File: config.mk
export PLATFORM = sky130hd
export DESIGN_NAME = vga_timing_sequencer
export DESIGN_NICKNAME = d
export VERILOG_FILES = /design/src/rtl/vga_timing_sequencer.sv
export SDC_FILE = /design/constraint.sdc
export NUM_CORES = 1
export LEC_CHECK = 0
export CAP_MARGIN = 40
export CORE_ASPECT_RATIO = 0.75
export CORE_UTILIZATION = 40
export DETAILED_ROUTE_END_ITERATION = 10
export GPL_TIMING_DRIVEN = 0
export PLACE_DENSITY = 0.64
export SYNTH_ARGS = -nofsm -noshare
export SYNTH_HDL_FRONTEND = slang
export SYNTH_SLANG_ARGS = --single-unit
File: constraint.sdc
create_clock -name clk -period 4.7 [get_ports clk]
set_input_delay 0.47 -clock clk [delete_from_list [all_inputs] [get_ports clk]]
set_output_delay 0.47 -clock clk [all_outputs]
set_load 0.02 [all_outputs]
File: src/rtl/vga_timing_sequencer.sv
// vga_timing_sequencer: programmable VGA raster timing with shadowed config applied at frame end; define VGA_SYNC_POL_EN for programmable sync polarity at address 8
module vga_timing_sequencer #(
   parameter int H_ACT_DEF = 640,
   parameter int H_SS_DEF  = 656,
   parameter int H_SE_DEF  = 752,
   parameter int H_TOT_DEF = 800,
   parameter int V_ACT_DEF = 480,
   parameter int V_SS_DEF  = 490,
   parameter int V_SE_DEF  = 492,
   parameter int V_TOT_DEF = 525
) (
   input  logic        clk,
   input  logic        rst_n,
   input  logic        pix_ce,
   input  logic        cfg_valid,
   output logic        cfg_ready,
   input  logic [3:0]  cfg_addr,
   input  logic [10:0] cfg_data,
   input  logic        cfg_commit,
   output logic        cfg_pending,
   output logic        cfg_err,
   output logic        hsync,
   output logic        vsync,
   output logic        de,
   output logic [10:0] x,
   output logic [9:0]  y,
   output logic        line_start,
   output logic        frame_start
);
   typedef enum logic [1:0] {RUN, ARMED, APPLY} state_t;
   state_t state, state_n;
   logic [10:0] hcnt, h_act, h_ss, h_se, h_tot, s_h_act, s_h_ss, s_h_se, s_h_tot;
   logic [10:0] w_h_act, w_h_ss, w_h_se, w_h_tot;
   logic [9:0]  vcnt, v_act, v_ss, v_se, v_tot, s_v_act, s_v_ss, s_v_se, s_v_tot;
   logic [9:0]  w_v_act, w_v_ss, w_v_se, w_v_tot;
   logic [1:0]  pol;
   logic        wr, ok, h_end, v_end, f_end;
   // a write in the same clk as a commit is visible to the check through w_*
   assign wr      = cfg_valid && cfg_ready;
   assign w_h_act = (wr && cfg_addr == 4'd0) ? cfg_data : s_h_act;
   assign w_h_ss  = (wr && cfg_addr == 4'd1) ? cfg_data : s_h_ss;
   assign w_h_se  = (wr && cfg_addr == 4'd2) ? cfg_data : s_h_se;
   assign w_h_tot = (wr && cfg_addr == 4'd3) ? cfg_data : s_h_tot;
   assign w_v_act = (wr && cfg_addr == 4'd4) ? cfg_data[9:0] : s_v_act;
   assign w_v_ss  = (wr && cfg_addr == 4'd5) ? cfg_data[9:0] : s_v_ss;
   assign w_v_se  = (wr && cfg_addr == 4'd6) ? cfg_data[9:0] : s_v_se;
   assign w_v_tot = (wr && cfg_addr == 4'd7) ? cfg_data[9:0] : s_v_tot;
   assign ok = (w_h_act < w_h_ss) && (w_h_ss < w_h_se) && (w_h_se <= w_h_tot) && (w_h_tot >= 11'd2) &&
               (w_v_act < w_v_ss) && (w_v_ss < w_v_se) && (w_v_se <= w_v_tot) && (w_v_tot >= 10'd2);
   assign h_end = hcnt == h_tot - 11'd1;
   assign v_end = vcnt == v_tot - 10'd1;
   assign f_end = pix_ce && h_end && v_end;
`ifdef VGA_SYNC_POL_EN
   logic [1:0] s_pol, w_pol;
   assign w_pol = (wr && cfg_addr == 4'd8) ? cfg_data[1:0] : s_pol;
   // polarity shadow and live copy, applied together with the timing set
   always_ff @(posedge clk)
      if (!rst_n) begin
         s_pol <= 2'b00;
         pol   <= 2'b00;
      end else begin
         s_pol <= w_pol;
         if (state == APPLY) pol <= s_pol;
      end
`else
   assign pol = 2'b00;
`endif
   // shadow set follows accepted writes
   always_ff @(posedge clk)
      if (!rst_n) begin
         s_h_act <= 11'(H_ACT_DEF);
         s_h_ss  <= 11'(H_SS_DEF);
         s_h_se  <= 11'(H_SE_DEF);
         s_h_tot <= 11'(H_TOT_DEF);
         s_v_act <= 10'(V_ACT_DEF);
         s_v_ss  <= 10'(V_SS_DEF);
         s_v_se  <= 10'(V_SE_DEF);
         s_v_tot <= 10'(V_TOT_DEF);
      end else begin
         s_h_act <= w_h_act;
         s_h_ss  <= w_h_ss;
         s_h_se  <= w_h_se;
         s_h_tot <= w_h_tot;
         s_v_act <= w_v_act;
         s_v_ss  <= w_v_ss;
         s_v_se  <= w_v_se;
         s_v_tot <= w_v_tot;
      end
   // live thresholds change only in APPLY, right after the frame wrap
   always_ff @(posedge clk)
      if (!rst_n) begin
         h_act <= 11'(H_ACT_DEF);
         h_ss  <= 11'(H_SS_DEF);
         h_se  <= 11'(H_SE_DEF);
         h_tot <= 11'(H_TOT_DEF);
         v_act <= 10'(V_ACT_DEF);
         v_ss  <= 10'(V_SS_DEF);
         v_se  <= 10'(V_SE_DEF);
         v_tot <= 10'(V_TOT_DEF);
      end else if (state == APPLY) begin
         h_act <= s_h_act;
         h_ss  <= s_h_ss;
         h_se  <= s_h_se;
         h_tot <= s_h_tot;
         v_act <= s_v_act;
         v_ss  <= s_v_ss;
         v_se  <= s_v_se;
         v_tot <= s_v_tot;
      end
   // raster counters advance on pixel enable
   always_ff @(posedge clk)
      if (!rst_n) begin
         hcnt <= '0;
         vcnt <= '0;
      end else if (pix_ce) begin
         hcnt <= h_end ? '0 : hcnt + 11'd1;
         if (h_end) vcnt <= v_end ? '0 : vcnt + 10'd1;
      end
   // registered raster outputs, one clk behind the counters
   always_ff @(posedge clk)
      if (!rst_n) begin
         de          <= 1'b0;
         hsync       <= 1'b1;
         vsync       <= 1'b1;
         x           <= '0;
         y           <= '0;
         line_start  <= 1'b0;
         frame_start <= 1'b0;
      end else begin
         line_start  <= pix_ce && hcnt == '0;
         frame_start <= pix_ce && hcnt == '0 && vcnt == '0;
         if (pix_ce) begin
            de    <= (hcnt < h_act) && (vcnt < v_act);
            hsync <= (hcnt >= h_ss && hcnt < h_se) ? pol[0] : ~pol[0];
            vsync <= (vcnt >= v_ss && vcnt < v_se) ? pol[1] : ~pol[1];
            x     <= hcnt;
            y     <= vcnt;
         end
      end
   // rejected commit pulses for one clk
   always_ff @(posedge clk)
      if (!rst_n) cfg_err <= 1'b0;
      else cfg_err <= state == RUN && cfg_commit && !ok;
   // config FSM state register
   always_ff @(posedge clk)
      if (!rst_n) state <= RUN;
      else state <= state_n;
   // config FSM next state
   always_comb begin
      state_n = (state == RUN) ? ((cfg_commit && ok) ? ARMED : RUN) :
                (state == ARMED) ? (f_end ? APPLY : ARMED) : RUN;
   end
   // config FSM outputs
   always_comb begin
      cfg_ready   = state == RUN;
      cfg_pending = state != RUN;
   end
endmodule

; ---- After elaboration in Yosys (flattened, before gate mapping)
; Cells that the tools add are included.
[classes]
n_reduce_logical = 33
order_cmp = 14
muxes = 16
addsub = 4
n_eq_ne = 11
[ops]
columns = operator, n
row1 = 2-to-1 mux 11 bit, 5
row2 = 2-to-1 mux 10 bit, 5
row3 = < comparator 11 bit, 4
row4 = < comparator 10 bit, 4
row5 = logical AND 1 bit, 26
row6 = equality test 4 x 3 -> 1 bit (second input constant), 4
row7 = adder 11 x 1 -> 11 bit (second input constant), 1
row8 = equality test 11 bit, 1
row9 = >= comparator 11 bit, 1
row10 = >= comparator 11 x 2 -> 1 bit (second input constant), 1
row11 = <= comparator 11 bit, 1
row12 = logical NOT 11 bit, 1
row13 = subtractor 11 x 1 -> 11 bit (second input constant), 1
row14 = adder 10 x 1 -> 10 bit (second input constant), 1
row15 = equality test 10 bit, 1
row16 = >= comparator 10 bit, 1
row17 = >= comparator 10 x 2 -> 1 bit (second input constant), 1
row18 = <= comparator 10 bit, 1
row19 = logical NOT 10 bit, 1
row20 = subtractor 10 x 1 -> 10 bit (second input constant), 1
row21 = equality test 4 x 2 -> 1 bit (second input constant), 2
row22 = 2-to-1 mux 2 bit, 3
row23 = equality test 4 x 1 -> 1 bit (second input constant), 1
row24 = logical NOT 4 bit, 1
row25 = 7 further kinds, 9
[totals]
word_cells = 105
in_bits = 20
regBits = 218

; ---- Longest topological paths before layout
[depth]
depth_word = 15
depth_mapped = 17
depth_no_buf = 16

; ---- Worst setup path after synthesis
; OpenSTA, ideal clock, no wires.
[synth_timing]
kind = flip-flop to flip-flop
startpoint = register state[1]
endpoint = register cfg_err
period_less_slack_ns = 4.324
t_arrival_ns = 4.204
slack_ns = 0.376
path_stages_with_launch = 18
path_cell_list = dfxtp_1 -> nor2_2 -> inv_2 -> or2_2 -> nor2_1 -> buf_1 -> mux2i_1 -> inv_1 -> ha_1 -> a21o_1 -> a21o_1 -> a221o_1 -> a21o_1 -> a21oi_1 -> nand4_1 -> or4_1 -> nor3b_2 -> a21oi_1
[synth_rtl]
columns = item, line_no
row1 = from (decl), 31  ; state_t state, state_n;
row2 = from (signal assigned), 147  ; else state <= state_n;
row3 = logical NOT 2 bit *, 155  ; cfg_ready = state == RUN;
row4 = named net cfg_ready, 16  ; output logic cfg_ready,
row5 = logical AND 1 bit *, 39  ; assign wr = cfg_valid && cfg_ready;
row6 = logical AND 1 bit *, 46  ; assign w_v_se = (wr && cfg_addr == 4'd6) ? cfg_data[9:0] : s_v_se;
row7 = 2-to-1 mux 10 bit *, 46
row8 = named net w_v_se[3], 35  ; logic [9:0] w_v_act, w_v_ss, w_v_se, w_v_tot;
row9 = < comparator 10 bit, 49  ; (w_v_act < w_v_ss) && (w_v_ss < w_v_se) && (w_v_se <= w_v_tot) && (w_v_tot >= 10'd2);
row10 = logical AND 1 bit, 49
row11 = logical AND 1 bit * (2 in a row), 49
row12 = logical NOT 1 bit *, 143  ; else cfg_err <= state == RUN && cfg_commit && !ok;
row13 = logical AND 1 bit *, 143
row14 = to (signal assigned), 143
row15 = to (decl), 21  ; output logic cfg_err,
; The timed path passes the listed nets; every way through them passes the cells marked *.
; A chain may end at the register's enable or synchronous reset.

; ---- Worst setup path in the final report
[layout_timing]
startpoint = register state[1]
endpoint = register cfg_err
[layout_between]
elab_chain_len = 14
[layout_lines]
columns = item, line_no
row1 = logical NOT 2 bit *, "143, 155"
row2 = logical AND 1 bit, 39
row3 = logical AND 1 bit (on tied branches), "40, 41, 42"
row4 = 2-to-1 mux 11 bit (on tied branches), "40, 41, 42"
row5 = < comparator 11 bit, 48  ; assign ok = (w_h_act < w_h_ss) && (w_h_ss < w_h_se) && (w_h_se <= w_h_tot) && (w_h_tot >= 11'd2) &&
row6 = logical AND 1 bit (4 in a row), 48
row7 = logical AND 1 bit (3 in a row), 49
row8 = logical NOT 1 bit, 143
row9 = logical AND 1 bit *, 143
; Every way passes the cells marked *; elsewhere a longest branch is shown, timed or not.

==> metrics.txt <==
top achievable clock speed 220.0 MHz; final net count 1,599; Die Height 150.6 um; Critical Path RT 5100 ps; CP bufs+invs 3; DRT Wirelength 35.71 mm; post-synthesis sequential area ratio 37.05%; Total Routing Usage GR 23.72%; R2R cell count 16; CP max stage delay 500 ps; vias in the first global route 9,394; Max transition margin 45.24%; Power Dens Cells 315.0 mW/mm^2; Startpoint Class flip-flop; via count 10,101; post-CTS setup buffer count 0; part of the cycle the worst path needs 96.73%; area of the multi-input gates 0.006724 sq mm; crit path capture type flip-flop; FF-to-FF End cfg_err; Final Hold Fails 0; clk buf depth 3; r2r startpoint state[1]; Clock Skew 16.32 ps; Area Overhead vs Synth 15.20%; CTS root buf clkbuf_16; top-count cell post-synth dfxtp_1; WL/cell 19.10 um; layout cells sized above 1 6.495%; Iter 0 DRT Violations 875; async set or reset register ratio after synthesis 0%; CTS tree done; Synth top area share 37.05%; first-pass GRT wire length 55.10 mm; Top Layer Used met4; top_reg_cell synth dfxtp_1; Seq cells post-synth 218; Initial Util 40.64%; Sw Pwr 1.025 mW; hold_sp cfg_data[9]; YS warnings 0; Post-DP HPWL 27.38 mm; Synth Area per Inst 8.444 sq um; EDFF count, synth 0; Antenna Cells 0; largest area contributor in the netlist dfxtp_1; critical path's slowest cell or4_1; status finished, final reports clean; Pleak 5.755 nW; final setup violation count 0; drt first pass iters 5; num rows 54; DR WL met2 13.58 mm; max-slew violations 0; met3 WL 3.031 mm; drt via density 5.402; wl on met1 18.50 mm; Critical Path, Cell by Cell nor2_4 > inv_2 > or2_2 > nor2_1 > buf_1 > buf_6 > mux2i_1 > ha_1 > nand4_1 > nor2_1 > a211oi_1 > o22ai_1 > a41o_1 > or4_1 > nor3b_2 > a21oi_1; final-layout fill cell count 2,844; Die Footprint 0.03014 sq mm; Sw Share 23.99%; Synth Net Count 1,532; largest net degree at the start of global routing 16; Peak VDD IR 230.2 uV; Placer Congestion 0.9000; # hold bufs at CTS 0; grt total ovfl 0; antenna violations before repair 2; CTS sink count 218; list of most frequent post-synthesis cells 218 x dfxtp_1, 212 x nand2_1, 117 x ha_1, 113 x nor2_1, 108 x inv_1; max_cap viols 0; number of I/O pins 49; worst skew pair latency 530 ps; R2R Setup Slk 150 ps; Cells after Synth 1,395; CTS clock-pin slew for the worst setup and hold paths 70 ps; Hold WC Path Type in2reg; unrepaired setup endpoints after global routing no; Hold Path Depth 3; TritonCTS buffer count 23; CP max FO 9; leading post-synthesis cells by cell area dfxtp_1 37%, ha_1 12%, nand2_1 6.8%; Residual DRC 0; Top cell by count, worst path nor2_1; sequential power share 44.2%; min cycle time layout 4546 ps; Hold WS 437.4 ps; P_int 3.249 mW; CORE AREA 0.02899 sq mm; Hold Crit Endpoint s_h_tot[9]; combinational power share 7.3%; PortBufs 40; chip width 200.2 um; ANT nets after route 0; CP Class reg2reg; Yosys cell types 67; Worst Tran Pin Value 821.4 ps; CP arrival 4950 ps; CP top delay family simple AND/OR/NAND/NOR gates; H-tree levels 1; final total power 4.275 mW; area occupied by registers 0.004364 sq mm; synthesized area 0.01178 sq mm; clock network power share 48.6%
## cell type report
type,instances,area share [%]
Clock buffer,30,4.878
Clock inverter,11,1.420
Tap cell,392,3.615
Inverter,109,3.015
Timing Repair Buffer,42,3.089
Multi-Input combinational cell,992,49.55
Buffer,76,2.268
Sequential cell,218,32.16
## metrics by stage
| stage | setup slack (ps) | TNS [ps] | instance area (sq um) | utilization (%) | std cells |
|---|---|---|---|---|---|
| 2_1_floorplan | 376.0 | 0 | 11780 | - | 1395 |
| 3_3_place_gp | -581.9 | -1097 | 12670 | 43.71 | 1827 |
| 3_5_place_dp | -652.7 | -1254 | 12690 | 43.78 | 1829 |
| 4_1_cts | 13.16 | 0 | 13540 | 46.73 | 1870 |
| 5_1_grt | 5.507 | 0 | 13570 | 46.81 | 1870 |
| 6_report | 153.8 | 0 | 13570 | 46.81 | 1870 |
## worst reg2reg max path, cell delays in order (launching register included)
cell      delay, ps
dfxtp_1         440
nor2_4          230
inv_2           100
or2_2           350
nor2_1          160
buf_1           390
buf_6           220
mux2i_1         350
ha_1            310
nand4_1         160
nor2_1           70
a211oi_1        380
o22ai_1         170
a41o_1          230
or4_1           500
nor3b_2         240
a21oi_1         130
## kinds of logic (layout without fill, tap and decap cells)
logic type | after synthesis | in the layout | share of synthesized area (%)
adders and majority gates | 120 | 120 | 12.68
muxes | 99 | 99 | 8.817
xor gates and xnor gates | 49 | 49 | 3.643
DFF | 218 | 218 | 37.05
AOI/OAI and AO/OA | 238 | 238 | 12.84
and+or+nand+nor | 486 | 486 | 18.95
buffers and inverters | 185 | 268 | 6.012
## repair_timing
item / in CTS / in global routing
resized for setup: 1 / 10
setup endpoints to repair: 2 / 2
pin swaps: 0 / 0
## how the worst max path moves through the flow
stage                            from      end  slack (ps)  depth (start not counted)
after floorplan              state[1]  cfg_err         380                         17
after global placement    cfg_addr[3]  cfg_err        -580                         17
after detailed placement  cfg_addr[3]  cfg_err        -650                         17
after CTS                    state[1]  cfg_err          10                         17
after global routing      cfg_addr[1]  cfg_err           6                         17
final                        state[1]  cfg_err         150                         16
## metal layers
layer  track usage [%]  vias up
met2             33.28      389
met5                 0        -
met3             4.351       40
met1             36.86     4754
met4             4.769        0
li1                  -     4918
## layout by cell type (no fill, tap or decap), types with 20 or more instances in the layout
cell type,Yosys,layout
dfxtp_1,218,218
nor2_1,113,113
inv_1,108,108
mux2i_1,79,78
ha_1,117,117
xor2_1,29,29
clkdlybuf4s50_1,0,40
xnor2_1,20,20
clkbuf_16,0,23
a21o_1,27,27
a21oi_1,97,97
clkbuf_1,63,62
o211ai_1,36,36
nand3_1,26,26
nand2_1,212,212
nand4_1,22,22
o21ai_0,25,25
## power groups by stage
stage,Combinational (mW),Clock (mW),Sequential (mW)
after global routing,0.336,2.17,1.89
after detailed placement,0.303,0,1.93
final,0.310,2.08,1.89
after floorplan,0.193,0,1.92
after CTS,0.305,2.09,1.89
after global placement,0.299,0,1.93
## sequential cells by signal (all words and copies together), names as in the netlist, 11 cells and up
name     flops
h_act       11
h_se        11
h_ss        11
h_tot       11
hcnt        11
s_h_act     11
s_h_se      11
s_h_ss      11
s_h_tot     11
x           11
Power figures use the tool's default switching activity.
